**src/rtl/noc_pkt_pkg.sv**
```systemverilog
// Shared NoC packet definitions: header field layout, depacketizer states and
// a header field extractor.
package noc_pkt_pkg;

    typedef enum logic [1:0] {
        HDR   = 2'd0,
        PAY   = 2'd1,
        DRAIN = 2'd2
    } rx_state_t;

    // Widest header view the extractor works on, and widest single field.
    localparam int HDR_MAX   = 64;
    localparam int FIELD_MAX = 32;

    localparam int DST_X_LSB = 0;
    localparam int LEN_LSB   = 16;
    localparam int LEN_W     = 16;

    function automatic int dst_y_lsb(input int xy_sz);
        return xy_sz;
    endfunction

    function automatic int src_lsb(input int xy_sz);
        return 2 * xy_sz;
    endfunction

    // Pull a w-bit field starting at lsb; w == FIELD_MAX gives an all-ones mask.
    function automatic logic [FIELD_MAX-1:0] hdr_field(input logic [HDR_MAX-1:0] flit,
                                                       input int lsb, input int w);
        logic [FIELD_MAX-1:0] mask;
        mask = (FIELD_MAX'(1) << w) - FIELD_MAX'(1);
        return FIELD_MAX'(flit >> lsb) & mask;
    endfunction

endpackage

```
**src/rtl/noc_local_rx_depacketizer_if.sv**
```systemverilog
// AXI-Stream flit bus used on both sides of the local rx depacketizer.
interface noc_local_rx_depacketizer_if #(
    parameter int BW = 32
) ();
    localparam int BWB = BW / 8;

    logic           TVALID;
    logic [BW-1:0]  TDATA;
    logic [BWB-1:0] TKEEP;
    logic           TLAST;
    logic           TREADY;

    modport master (output TVALID, TDATA, TKEEP, TLAST, input TREADY);
    modport slave  (input TVALID, TDATA, TKEEP, TLAST, output TREADY);
endinterface

```
**src/rtl/noc_local_rx_depacketizer.sv**
```systemverilog
// Strips the NoC header off packets addressed to this tile and forwards the
// payload as AXI-Stream, enforcing the header length against TLAST.
module noc_local_rx_depacketizer
    import noc_pkt_pkg::*;
#(
    parameter int BW    = 32,
    parameter int BWB   = BW / 8,
    parameter int XY_SZ = 3,
    parameter int LEN_W = noc_pkt_pkg::LEN_W,
    parameter int CNT_W = 16
) (
    input  logic                   clk_line,
    input  logic                   clk_line_rst_low,
    input  logic [2*XY_SZ-1:0]     HsrcId,
    noc_local_rx_depacketizer_if.slave  s,
    noc_local_rx_depacketizer_if.master m,
    output logic [2*XY_SZ-1:0]     m_src_id,
    output logic [LEN_W-1:0]       m_len,
    output logic                   err_dst,
    output logic                   err_short,
    output logic                   err_long,
    output logic [CNT_W-1:0]       pkt_ok_cnt
);

    localparam int ID_W = 2 * XY_SZ;

    rx_state_t        state;
    logic [LEN_W-1:0] remaining;
    logic [LEN_W-1:0] hdr_len;
    logic [ID_W-1:0]  hdr_src;

    logic             out_vld;
    logic             out_last;
    logic [BW-1:0]    out_data;
    logic [BWB-1:0]   out_keep;

    logic [HDR_MAX-1:0] hdr_bits;
    logic [XY_SZ-1:0]   f_dst_x;
    logic [XY_SZ-1:0]   f_dst_y;
    logic [ID_W-1:0]    f_src;
    logic [LEN_W-1:0]   f_len;
    logic               s_rdy;
    logic               s_hs;

    assign hdr_bits = HDR_MAX'(s.TDATA);
    assign f_dst_x  = XY_SZ'(hdr_field(hdr_bits, DST_X_LSB, XY_SZ));
    assign f_dst_y  = XY_SZ'(hdr_field(hdr_bits, dst_y_lsb(XY_SZ), XY_SZ));
    assign f_src    = ID_W'(hdr_field(hdr_bits, src_lsb(XY_SZ), ID_W));
    assign f_len    = LEN_W'(hdr_field(hdr_bits, LEN_LSB, LEN_W));

    // Only PAY writes the output register, so only PAY needs back-pressure.
    assign s_rdy    = (state != PAY) || !out_vld || m.TREADY;
    assign s_hs     = s.TVALID && s_rdy;
    assign s.TREADY = s_rdy;

    assign m.TVALID = out_vld;
    assign m.TDATA  = out_data;
    assign m.TKEEP  = out_keep;
    assign m.TLAST  = out_last;

    always_ff @(posedge clk_line or negedge clk_line_rst_low) begin
        if (!clk_line_rst_low) begin
            state      <= HDR;
            remaining  <= '0;
            hdr_len    <= '0;
            hdr_src    <= '0;
            out_vld    <= 1'b0;
            out_last   <= 1'b0;
            out_data   <= '0;
            out_keep   <= '0;
            m_src_id   <= '0;
            m_len      <= '0;
            err_dst    <= 1'b0;
            err_short  <= 1'b0;
            err_long   <= 1'b0;
            pkt_ok_cnt <= '0;
        end else begin
            err_dst   <= 1'b0;
            err_short <= 1'b0;
            err_long  <= 1'b0;

            if (out_vld && m.TREADY)
                out_vld <= 1'b0;

            case (state)
                HDR: begin
                    if (s_hs) begin
                        if ({f_dst_y, f_dst_x} != HsrcId) begin
                            err_dst <= 1'b1;
                            if (!s.TLAST)
                                state <= DRAIN;
                        end else if (f_len == '0) begin
                            if (s.TLAST) begin
                                if (pkt_ok_cnt != '1)
                                    pkt_ok_cnt <= pkt_ok_cnt + CNT_W'(1);
                            end else begin
                                err_long <= 1'b1;
                                state    <= DRAIN;
                            end
                        end else if (s.TLAST) begin
                            err_short <= 1'b1;
                        end else begin
                            // Sideband is staged here and only reaches m_* with the
                            // first payload flit, so a pending TLAST flit keeps its own.
                            hdr_src   <= f_src;
                            hdr_len   <= f_len;
                            remaining <= f_len;
                            state     <= PAY;
                        end
                    end
                end

                PAY: begin
                    if (s_hs) begin
                        out_vld   <= 1'b1;
                        out_data  <= s.TDATA;
                        out_keep  <= s.TKEEP;
                        m_src_id  <= hdr_src;
                        m_len     <= hdr_len;
                        remaining <= remaining - LEN_W'(1);
                        if (remaining == LEN_W'(1)) begin
                            out_last <= 1'b1;
                            if (s.TLAST) begin
                                if (pkt_ok_cnt != '1)
                                    pkt_ok_cnt <= pkt_ok_cnt + CNT_W'(1);
                                state <= HDR;
                            end else begin
                                err_long <= 1'b1;
                                state    <= DRAIN;
                            end
                        end else begin
                            out_last <= s.TLAST;
                            if (s.TLAST) begin
                                err_short <= 1'b1;
                                state     <= HDR;
                            end
                        end
                    end
                end

                DRAIN: begin
                    if (s_hs && s.TLAST)
                        state <= HDR;
                end

                default: state <= HDR;
            endcase
        end
    end

endmodule

```
**src/flat_wrapper.sv**
```systemverilog
// flat-port wrapper written by rule: the top's interface ports become plain ports
module noc_local_rx_depacketizer_flat import noc_pkt_pkg::*;
#(
    parameter int BW    = 32,
    parameter int BWB   = BW / 8,
    parameter int XY_SZ = 3,
    parameter int LEN_W = noc_pkt_pkg::LEN_W,
    parameter int CNT_W = 16
)
  (clk_line, clk_line_rst_low, HsrcId, m_src_id, m_len, err_dst, err_short, err_long, pkt_ok_cnt, s_TVALID, s_TDATA, s_TKEEP, s_TLAST, s_TREADY, m_TVALID, m_TDATA, m_TKEEP, m_TLAST, m_TREADY);
  noc_local_rx_depacketizer_if #(.BW(BW)) s_i ();
  noc_local_rx_depacketizer_if #(.BW(BW)) m_i ();
  input  logic clk_line;
  input  logic clk_line_rst_low;
  input  logic [2*XY_SZ-1:0] HsrcId;
  output logic [2*XY_SZ-1:0] m_src_id;
  output logic [LEN_W-1:0] m_len;
  output logic err_dst;
  output logic err_short;
  output logic err_long;
  output logic [CNT_W-1:0] pkt_ok_cnt;
  input wire logic [$bits(s_i.TVALID)-1:0] s_TVALID;
  input wire logic [$bits(s_i.TDATA)-1:0] s_TDATA;
  input wire logic [$bits(s_i.TKEEP)-1:0] s_TKEEP;
  input wire logic [$bits(s_i.TLAST)-1:0] s_TLAST;
  output wire logic [$bits(s_i.TREADY)-1:0] s_TREADY;
  output wire logic [$bits(m_i.TVALID)-1:0] m_TVALID;
  output wire logic [$bits(m_i.TDATA)-1:0] m_TDATA;
  output wire logic [$bits(m_i.TKEEP)-1:0] m_TKEEP;
  output wire logic [$bits(m_i.TLAST)-1:0] m_TLAST;
  input wire logic [$bits(m_i.TREADY)-1:0] m_TREADY;
  assign s_i.TVALID = s_TVALID;
  assign s_i.TDATA = s_TDATA;
  assign s_i.TKEEP = s_TKEEP;
  assign s_i.TLAST = s_TLAST;
  assign s_TREADY = s_i.TREADY;
  assign m_TVALID = m_i.TVALID;
  assign m_TDATA = m_i.TDATA;
  assign m_TKEEP = m_i.TKEEP;
  assign m_TLAST = m_i.TLAST;
  assign m_i.TREADY = m_TREADY;
  noc_local_rx_depacketizer #(.BW(BW), .BWB(BWB), .XY_SZ(XY_SZ), .LEN_W(LEN_W), .CNT_W(CNT_W)) u_core (.clk_line(clk_line), .clk_line_rst_low(clk_line_rst_low), .HsrcId(HsrcId), .s(s_i), .m(m_i), .m_src_id(m_src_id), .m_len(m_len), .err_dst(err_dst), .err_short(err_short), .err_long(err_long), .pkt_ok_cnt(pkt_ok_cnt));
endmodule
```
**config.mk**
```make
export PLATFORM = sky130hd
export DESIGN_NAME = noc_local_rx_depacketizer_flat
export DESIGN_NICKNAME = d
export VERILOG_FILES = /design/src/rtl/noc_pkt_pkg.sv /design/src/rtl/noc_local_rx_depacketizer_if.sv /design/src/rtl/noc_local_rx_depacketizer.sv /design/src/flat_wrapper.sv
export SDC_FILE = /design/constraint.sdc
export NUM_CORES = 1
export LEC_CHECK = 0
export ABC_AREA = 1
export BUFFER_PORTS_ARGS = -buffer_cell sky130_fd_sc_hd__buf_4
export CORE_ASPECT_RATIO = 0.75
export CORE_MARGIN = 2
export CORE_UTILIZATION = 49
export CTS_CLUSTER_SIZE = 24
export DETAILED_ROUTE_END_ITERATION = 7
export PLACE_DENSITY = 0.81
export SYNTH_ARGS = -nofsm -noshare
export SYNTH_HDL_FRONTEND = slang
export SYNTH_SLANG_ARGS = --single-unit
export TNS_END_PERCENT = 1
```
**constraint.sdc**
```tcl
create_clock -name clk_line -period 1.45 [get_ports clk_line]
set_input_delay 0.0725 -clock clk_line [delete_from_list [all_inputs] [get_ports clk_line]]
set_output_delay 0.0725 -clock clk_line [all_outputs]
set_load 0.02 [all_outputs]
```
==> flow_metrics.tcl, run 1 <==
set metrics [dict create \
    run_status "finished, violations left" \
    violated_checks "hold timing, setup timing" \
    sw_frac_of_total_pct 37.7 \
    synth_largest_area_cell "dfrtp_1" \
    r2r_slack_ns -0.35 \
    grt_pass1_wl_mm 28.6 \
    pin_count_of_the_biggest_net_entering_global_routing 48 \
    yosys_warns 0 \
    number_of_nets_in_the_layout 1009 \
    post-route-worst-setup-slack_ns -0.350 \
    route.antenna.remaining_nets 0 \
    seqCellArea_um2 2990 \
    worstSetupPathDepth 11 \
    global_route.overflow_total 0 \
    core-area_um2 11600 \
    synth_top_cell_area_share_pct 51.1 \
    critical_path.max_fanout 5 \
    fillers 647 \
    launching_instance_or_port_of_the_critical_path "u_core.remaining[13]$_DFFE_PN0P_" \
    numCtsBuffers 17 \
    type_of_element_launching_the_critical_path "register" \
    setup.worst_path.class "register to register" \
    cts_htree_levels 4 \
    p_int_mw 9.07 \
    gp_routability_congestion 0.946 \
    floorplan.initialDensity_pct 50.2 \
    area_delta_synth_final_pct 58.4 \
    powerDensity_nw_per_um2 1580 \
    grt_setup_unrepaired "yes" \
    r2r_start "u_core.remaining[13]$_DFFE_PN0P_" \
    path_common_cell "nand2_2" \
    rr_endpoint "u_core.pkt_ok_cnt[8]$_DFFE_PN0P_" \
    drive_above_1_share_pct 42.9 \
    synthTopCellsByCount "nand2_1, dfrtp_1, inv_1" \
    power.static_leakage_nw 4.83 \
    dp.final_hpwl_mm 11.0 \
    report.final.hold_viol_count 2 \
    worst_slew_pin_slew_ns 0.390 \
    grt_pass1_vias 5760 \
    clk_transition_reported_paths_ns 0.06 \
    cp.buffers_inverters 2 \
    vias_per_cell 5.63 \
    slew_headroom_pct 73.9 \
    critical-path-slowest-cell "dfrtp_1" \
    postSynthAreaPerCell_um2 8.36 \
    power.share.clock_pct 28.1 \
    cell_chosen_for_the_clock_root "clkbuf_16" \
    number_of_antenna_violations_at_the_first_check_in_global_routing 0 \
    crit_path_cell_trace "nor2_2 > nand2_1 > nor2_2 > nand2_2 > nand2_2 > nand2_2 > nor2_4 > buf_12 > buf_4 > nand3_1 > nand2_1" \
    synth.ff_latch_count 119 \
    period_share_pct 124 \
    clk-insertion-delay-late_ns 0.42 \
    via_count 6388 \
    irDropWorstVdd_mv 1.11 \
    finalClockSkew_ns 0.00706 \
    synth_enable_flop_cells 0 \
    routedWlPerCell_um 19.7 \
    r2r.worst_path.cells 11 \
    period_needed_ns 1.80 \
    power.share.sequential_pct 32.8 \
    grt.total_usage_pct 28.8 \
    power.combinational.fraction_pct 39.1 \
    data_required_time_at_the_worst_endpoint_ns 1.81 \
    worst_setup_path_end_kind "register" \
    dr.first_iter.drc_count 689 \
    worst_setup_path_endpoint "u_core.pkt_ok_cnt[8]$_DFFE_PN0P_" \
    setup-violations-final 112 \
    io-pin-count 127 \
    clockBufferDepth 2 \
    mappedNetlistNets 748 \
    synth_sequential_area_ratio_pct 51.1 \
    dieArea_um2 12800 \
    max-cap-violations 0 \
    syn-instance-count 698 \
    synth-async-reset-ratio_pct 100 \
    synth.distinct_cells 32 \
    cts_tree "yes" \
    report.final.slew_viol_count 0 \
    first_pass_iters 6 \
    max_freq_ghz 0.556 \
    top_cells_by_area_in_the_synthesized_netlist "dfrtp_1, nand2_1, o21ai_0" \
    cts.sinks 119 \
    placement_rows 34 \
    multi_input_comb_area_um2 2960 \
    syn-cell-area_um2 5830 \
    switchingPower_mw 5.49 \
    place_worst_setup_slack_ns -0.140 \
    drc_violations 0 \
    synth.most_common_cell "nand2_1" \
    crit_arrival_ns 2.16 \
    n_antenna_cell 0 \
    die_w_um 130 \
    io_buffers 126 \
    routed_wirelength_mm 22.3 \
    cp_top_family "simple AND/OR/NAND/NOR gates" \
    max_stage_delay_ns 0.40 \
    die-height_um 98.5 \
    postSynth.topFlopCell "dfrtp_1" \
    worst_hold_slack_ns -0.00233 \
    worst_hold_path_type "input port to register" \
]
-- repair_timing --
action	CTS	global route
hold buffers	25	0
hold endpoints to repair	149	0
resized for setup	41	161
endpoints found under the setup margin	107	115
buffers inserted	0	6
cloned	0	8
pin swaps	3	20
-- placed cells by master (no fill, tap or decap), types with 5 or more instances in the layout --
cell type      Yosys  layout
buf_4              4     209
nand2_1          235     190
dfrtp_1          119     112
inv_1             65      60
nor2_1            60      42
nand2_2            2      42
nand3_1           37      33
o21ai_1            4      30
o21ai_0           64      25
dlygate4sd3_1      0      25
mux2_4             0      24
clkbuf_16          0      21
o21ai_2            1      14
nor2_2             2      13
xor2_1            12      12
buf_6              4      11
nor2_4             3      10
nand2_4            5       8
inv_2              4       7
buf_12             0       7
dfrtp_2            0       7
nand3_2            3       6
nand4_1            6       6
xnor2_1            5       5
buf_8              0       5
-- worst min-delay path: stages --
cell and delay [ns]:
buf_4 0.09, inv_1 0.09, o21ai_2 0.14
-- power groups by stage --
stage,Combinational (mW),Sequential [mW],Clock (mW)
after floorplan,1.56,5.14,0
after global placement,4.18,4.56,0
after detailed placement,4.28,4.59,0
after CTS,4.71,4.60,4.06
after global routing,5.98,4.82,4.26
final,5.69,4.77,4.09
-- layer usage --
layer / GRT usage [%] / vias up / wire length [um]
met1: 37.4 / 3026 / 8170
met2: 47.5 / 479 / 10700
li1: - / 2753 / -
met4: 10.7 / 0 / 1260
met5: 0 / - / 0
met3: 6.35 / 130 / 2150
-- flip-flops by register name, summed over array words and instances, names as in the netlist --
name	count
u_core.err_dst	1
u_core.remaining	16
u_core.err_long	1
u_core.state	2
u_core.err_short	1
u_core.m.TKEEP	4
u_core.m_src_id	6
u_core.hdr_src	6
u_core.m.TVALID	1
u_core.m.TLAST	1
u_core.m.TDATA	32
u_core.pkt_ok_cnt	16
u_core.hdr_len	16
u_core.m_len	16
-- logic make-up (layout without fill, tap and decap cells) --
logic type	count (synthesis)	in the layout	synth area share (%)
adder cells (fa/ha/maj)	3	3	0.644
flip-flops	119	119	51.1
AO/OA/AOI/OAI	77	77	6.93
multiplexers	30	30	5.79
XOR/XNOR	17	17	2.55
AND/OR/NAND/NOR	362	364	26.3
buffers and inverters	90	362	6.72
-- final cells by class --
class,instances,area share (%)
inverters,69,2.91
well taps,162,2.19
clock inverters,13,1.34
multi-input cells,491,32.0
clock buffers,19,4.79
flip-flops and latches,119,32.3
repair buffers,261,24.4
-- per-stage QoR --
stage / power (mW) / utilization (%) / cells / cell area, um^2 / TNS (ns)
floorplan: 6.70 / - / 698 / 5880 / -7.75
global placement: 8.74 / 66.1 / 1063 / 7670 / -3.63
detailed placement: 8.87 / 66.1 / 1063 / 7670 / -7.27
CTS: 13.4 / 74.2 / 1120 / 8620 / -6.66
global route: 15.1 / 79.6 / 1134 / 9240 / -20.09
finish: 14.6 / 79.6 / 1134 / 9240 / -15.53
-- worst min-delay path by stage --
stage                      from                             end  slack (ns)  cells past startpoint
5_1_grt             s_TDATA[22]  u_core.m.TDATA[22]$_DFFE_PN0P_       0.007                      3
3_3_place_gp   clk_line_rst_low   u_core.hdr_len[0]$_DFFE_PN0P_       -0.05                      1
2_1_floorplan  clk_line_rst_low        u_core.err_dst$_DFF_PN0_       -0.22                      0
6_report            s_TDATA[22]  u_core.m.TDATA[22]$_DFFE_PN0P_      -0.002                      3
4_1_cts             s_TDATA[18]  u_core.m.TDATA[18]$_DFFE_PN0P_       0.002                      3
3_5_place_dp   clk_line_rst_low   u_core.hdr_len[0]$_DFFE_PN0P_       -0.05                      1
Note: power is estimated with default switching activity, not from simulation.
==> inputs of run 2 (changes only) <==
CORE_UTILIZATION = 55   (was 49)
HOLD_SLACK_MARGIN = 0.06   (was unset)
PLACE_DENSITY = 0.86   (was 0.81)
clock period = 1.8 ns   (was 1.45 ns; I/O delays follow)
==> flow_metrics.tcl, run 2 (synthesis results as in run 1) <==
set metrics [dict create \
    grt_pass1_wl_mm 27.9 \
    clk_transition_reported_paths_ns 0.06 \
    path_common_cell "nand2_1" \
    irDropWorstVdd_mv 0.792 \
    routed_wirelength_mm 18.5 \
    power.static_leakage_nw 4.32 \
    number_of_nets_in_the_layout 936 \
    clk-insertion-delay-late_ns 0.42 \
    dp.final_hpwl_mm 10.6 \
    gp_routability_congestion 0.932 \
    cp_top_family "simple AND/OR/NAND/NOR gates" \
    launching_instance_or_port_of_the_critical_path "u_core.remaining[11]$_DFFE_PN0P_" \
    setup.worst_path.class "register to register" \
    commonest_non_fill_non_tap_cell_in_the_layout "nand2_1" \
    critical_path.max_fanout 8 \
    holdCritStartpoint "s_TDATA[16]" \
    io-pin-count 127 \
    pin_count_of_the_biggest_net_entering_global_routing 55 \
    dieArea_um2 11500 \
    r2r_slack_ns -0.05 \
    cp.buffers_inverters 2 \
    worst_setup_path_end_kind "register" \
    r2r_start "u_core.remaining[11]$_DFFE_PN0P_" \
    max-cap-violations 0 \
    placement_rows 32 \
    data_required_time_at_the_worst_endpoint_ns 2.14 \
    period_share_pct 103 \
    setup-violations-final 1 \
    grt_pass1_vias 5712 \
    run_status "finished, violations left" \
    period_needed_ns 1.85 \
    core-area_um2 10300 \
    number_of_antenna_violations_at_the_first_check_in_global_routing 0 \
    floorplan.initialDensity_pct 56.7 \
    global_route.overflow_total 0 \
    report.final.hold_viol_count 0 \
    rr_endpoint "u_core.pkt_ok_cnt[8]$_DFFE_PN0P_" \
    n_antenna_cell 0 \
    first_pass_iters 7 \
    max_stage_delay_ns 0.42 \
    vias_per_cell 5.69 \
    end_point_of_the_worst_hold_path "u_core.hdr_len[0]$_DFFE_PN0P_" \
    violated_checks "setup timing" \
    critical-path-slowest-cell "dfrtp_1" \
    cts_tree "yes" \
    grt_setup_unrepaired "yes" \
    utilization_pct 80.0 \
    via_count 5888 \
    cell_chosen_for_the_clock_root "clkbuf_16" \
    type_of_element_launching_the_critical_path "register" \
    drive_above_1_share_pct 27.6 \
    whs_path_depth 3 \
    worst_hold_path_type "input port to register" \
    route.antenna.remaining_nets 0 \
    die-height_um 93.2 \
    r2r.worst_path.cells 11 \
    slew_headroom_pct 71.1 \
    dr.first_iter.drc_count 722 \
    area_delta_synth_final_pct 41.1 \
    worst_slew_pin_slew_ns 0.429 \
    io_buffers 126 \
    mostFrequentLayoutCells "nand2_1, buf_4, dfrtp_1, inv_1, o21ai_0" \
    worstSetupPathDepth 11 \
    die_w_um 123 \
    timing.setup.tns_ns -0.0491 \
    crit_arrival_ns 2.19 \
    grt.total_usage_pct 31.5 \
    finalClockSkew_ns 0.0105 \
    flip_flop_count_of_the_largest_register_after_layout 32 \
    cts_htree_levels 4 \
    cts.sinks 119 \
    max_freq_ghz 0.541 \
    worst_hold_slack_ns 0.0777 \
    clockBufferDepth 2 \
    report.final.slew_viol_count 0 \
    numCtsBuffers 17 \
    powerDensity_nw_per_um2 1290 \
    post-route-worst-setup-slack_ns -0.0491 \
    drc_violations 0 \
    routedWlPerCell_um 17.9 \
    crit_path_cell_trace "nor2_1 > nand2_1 > nor2_1 > nand2_1 > nand2_1 > nand2_1 > nor2_4 > buf_12 > buf_12 > nand3_1 > nand2_1" \
]
run 2: cell types whose count changed in the layout (fill, tap and decap cells not counted), sizes merged, moves of 2 or more:
| cell | change |
|---|---|
| clkbuf | -4 |
| dlygate4sd3 | +14 |
| buf | -83 |
| bufinv | +2 |
| clkinvlp | -2 |
| inv | +2 |
run 2: area by class of cell:
cell class | instances | area [um^2]
clock buffer | 18 | 439
fill | 569 | 2060
timing repair buffer | 189 | 1650
tap | 136 | 170
multi-input combinational | 490 | 2540
clock inverter | 14 | 190
inverter | 69 | 259
sequential | 119 | 2980
run 2: power breakdown:
part / switching (mW) / leakage (nW) / internal, mW / total (mW)
Combinational: 1.85 / 2.42 / 1.27 / 3.12
Clock: 1.37 / 0.306 / 2.26 / 3.63
Sequential: 0.545 / 1.60 / 3.29 / 3.84
Total: 3.77 / 4.32 / 6.82 / 10.6
run 2: worst max path at each step:
stage and to:
2_1_floorplan u_core.pkt_ok_cnt[5]$_DFFE_PN0P_, 3_3_place_gp u_core.pkt_ok_cnt[7]$_DFFE_PN0P_, 3_5_place_dp u_core.m_src_id[1]$_DFFE_PN0P_, 4_1_cts u_core.remaining[8]$_DFFE_PN0P_, 5_1_grt u_core.pkt_ok_cnt[8]$_DFFE_PN0P_, 6_report u_core.pkt_ok_cnt[8]$_DFFE_PN0P_
run 2: metrics by stage:
stage          std cells  instance area (um^2)  total power [mW]  worst slack (ns)
4_1_cts             1029                  8050              10.3            0.0448
3_3_place_gp         958                  7030              6.45             0.203
5_1_grt             1035                  8230              11.1            -0.149
3_5_place_dp         958                  7030              6.60             0.138
6_report            1035                  8230              10.6           -0.0491
2_1_floorplan        698                  5830              5.38            0.0661
run 2: repair_timing:
action,in CTS,in global routing
setup buffers,0,4
gates resized for setup,0,21
hold endpoints to repair,181,0
setup endpoints to repair,0,55
hold buffers,39,0
run 2: per-layer routing:
layer	GRT usage, %	part of all wire, %	up-vias
met5	0	0	-
met4	13.3	4.0	0
met3	8.23	9.2	90
met2	53.1	49	416
met1	38.4	38	2794
li1	-	-	2588
run 2: worst min-delay path: stages:
cell and delay [ns]:
buf_4 0.09, inv_1 0.09, o21ai_0 0.18
==> inputs of run 3 (changes only) <==
ABC_AREA = unset   (was 1)
CORE_UTILIZATION = 53   (was 55)
PLACE_DENSITY = 0.84   (was 0.86)
==> flow_metrics.tcl, run 3 <==
set metrics [dict create \
    run_status "finished, violations left" \
    violated_checks "setup timing" \
    number_of_nets_in_the_layout 719 \
    synth.ff_latch_count 119 \
    gp_routability_congestion 0.890 \
    setup-violations-final 43 \
    post-route-worst-setup-slack_ns -0.155 \
    dpl.cell_count 730 \
    global_route.overflow_total 0 \
    worst_hold_path_type "input port to register" \
    clk_transition_reported_paths_ns 0.05 \
    numCtsBuffers 17 \
    cp_top_family "simple AND/OR/NAND/NOR gates" \
    n_antenna_cell 0 \
    core-area_um2 9660 \
    routed_wirelength_mm 16.5 \
    grt_setup_unrepaired "yes" \
    area_delta_synth_final_pct 56.5 \
    crit_path_cell_trace "nor4_4 > nand2_2 > o21ai_4 > nand3_4 > buf_4 > mux2_4" \
    syn-cell-area_um2 5260 \
    cell_chosen_for_the_clock_root "clkbuf_16" \
    dpl-instance-area_um2 6840 \
    synth.most_common_cell "dfrtp_1" \
    grt.total_usage_pct 29.7 \
    finalPower_mw 7.73 \
    flip_flop_count_of_the_largest_register_after_layout 32 \
    vias_per_cell 5.75 \
    commonest_non_fill_non_tap_cell_in_the_layout "buf_4" \
    critical_path.max_fanout 6 \
    number_of_antenna_violations_at_the_first_check_in_global_routing 0 \
    io_buffers 126 \
    via_count 4681 \
    dr.first_iter.drc_count 485 \
    die_w_um 119 \
    synth-async-reset-ratio_pct 100 \
    top_cells_by_area_in_the_synthesized_netlist "dfrtp_1, mux2_2, xor2_1" \
    r2r.worst_path.cells 6 \
    slew_headroom_pct 58.2 \
    first_pass_iters 5 \
    postSynth.topFlopCell "dfrtp_1" \
    utilization_pct 85.3 \
    design_area_um2 8240 \
    synth.distinct_cells 49 \
    synthTopCellsByCount "dfrtp_1, mux2_2, nand2_1" \
    fin_cells 814 \
    route.antenna.remaining_nets 0 \
    mostFrequentLayoutCells "buf_4, dfrtp_1, mux2_2, dlygate4sd3_1, nand2_1" \
    cts_htree_levels 4 \
    period_needed_ns 1.95 \
    clockBufferDepth 2 \
    whs_path_depth 3 \
    synth_top_cell_area_share_pct 56.6 \
    report.final.slew_viol_count 0 \
    finalClockSkew_ns 0.0103 \
    dieArea_um2 10800 \
    floorplan.initialDensity_pct 54.5 \
    synth_largest_area_cell "dfrtp_1" \
    cp.buffers_inverters 1 \
    worstSetupPathDepth 6 \
    syn-instance-count 431 \
    route.met3.wl_mm 1.25 \
    drc_violations 0 \
    max_freq_ghz 0.512 \
    drt-met1-wl_mm 6.44 \
    mappedNetlistNets 481 \
    period_share_pct 109 \
    cts_tree "yes" \
    dp.final_hpwl_mm 9.00 \
    setup.worst_path.class "register to register" \
    power.static_leakage_nw 4.13 \
    crit_arrival_ns 2.25 \
    critical-path-slowest-cell "dfrtp_1" \
    worst_slew_pin_slew_ns 0.627 \
    synth_enable_flop_cells 0 \
    report.final.hold_viol_count 0 \
    postSynthAreaPerCell_um2 12.2 \
    synth_sequential_area_ratio_pct 56.6 \
    worst_hold_slack_ns 0.109 \
    worst_setup_path_end_kind "register" \
    max-cap-violations 0 \
    timing.setup.tns_ns -2.95 \
    placement_rows 31 \
    io-pin-count 127 \
    clk-insertion-delay-late_ns 0.41 \
    drive_above_1_share_pct 53.7 \
    grt_pass1_wl_mm 24.9 \
    die-height_um 90.3 \
    cts.sinks 119 \
    met2WireLength_mm 8.17 \
    irDropWorstVdd_mv 0.802 \
    data_required_time_at_the_worst_endpoint_ns 2.09 \
    pin_count_of_the_biggest_net_entering_global_routing 47 \
    routedWlPerCell_um 20.2 \
    routed.top_layer "met4" \
    place_worst_setup_slack_ns -0.158 \
    powerDensity_nw_per_um2 939 \
    yosys_warns 0 \
    max_stage_delay_ns 0.41 \
    type_of_element_launching_the_critical_path "register" \
    grt_pass1_vias 4853 \
]
## run 3: changes by cell type in the layout (fill, tap and decap cells not counted), moves of 7 or more
cell | before | now
buf_4 | 140 | 187
dfrtp_2 | 1 | 12
mux2_2 | 26 | 74
dfrtp_1 | 118 | 107
o21ai_0 | 64 | 11
nand3_1 | 36 | 10
nand2_1 | 232 | 32
inv_1 | 64 | 4
a21oi_1 | 5 | 31
mux2_4 | 0 | 7
nor2_1 | 53 | 9
## run 3: cells by family after synthesis
| logic type | share of synthesized area, % |
|---|---|
| adder cells (fa/ha/maj) | 0.713 |
| multiplexers | 17.5 |
| AO/OA/AOI/OAI | 7.27 |
| buffers and inverters | 2.12 |
| flip-flops | 56.6 |
| AND/OR/NAND/NOR | 12.3 |
| XOR/XNOR | 3.49 |
## run 3: final timing paths
path | startpoint | end | slack, ns
setup / recovery | u_core.remaining[6]$_DFFE_PN0P_ | u_core.pkt_ok_cnt[1]$_DFFE_PN0P_ | -0.15
hold / removal | m_TREADY | u_core.m.TVALID$_DFF_PN0_ | 0.11
setup reg to reg | u_core.remaining[6]$_DFFE_PN0P_ | u_core.pkt_ok_cnt[1]$_DFFE_PN0P_ | -0.15
hold reg to reg | u_core.pkt_ok_cnt[5]$_DFFE_PN0P_ | u_core.pkt_ok_cnt[5]$_DFFE_PN0P_ | 0.50
max in group asynchronous | clk_line_rst_low | u_core.m.TKEEP[3]$_DFFE_PN0P_ | 0.90
min in group asynchronous | clk_line_rst_low | u_core.hdr_len[1]$_DFFE_PN0P_ | 0.23
## run 3: final cells by class
cell class,instances,area (um^2)
Clock buffer,25,505
Clock inverter,7,115
Fill cell,454,1420
Inverter,5,18.8
Multi-Input combinational cell,288,2470
Sequential cell,119,2990
Tap cell,132,165
Timing Repair Buffer,238,1970
## run 3: what timing repair did
item,in CTS,in global routing
pin swaps,10,10
endpoints found under the hold margin,109,3
endpoints found under the setup margin,41,52
gates cloned,1,0
gates resized for setup,23,38
setup buffers,6,4
hold buffers,40,1
## run 3: worst register-to-register path: stages (launching register included)
cell and delay [ns]:
dfrtp_1 0.41, nor4_4 0.35, nand2_2 0.15, o21ai_4 0.27, nand3_4 0.18, buf_4 0.18
mux2_4 0.29
## run 3: layer usage
layer / vias to the layer above / GRT usage, %
met3: 56 / 7.32
met4: 0 / 13.0
met1: 2319 / 37.1
met2: 268 / 49.5
met5: - / 0
li1: 2038 / -
## run 3: report_power, final
group / internal [mW] / switching (mW)
clock network: 2.36 / 1.18
registers: 2.81 / 0.112
logic: 0.639 / 0.629
total: 5.81 / 1.93
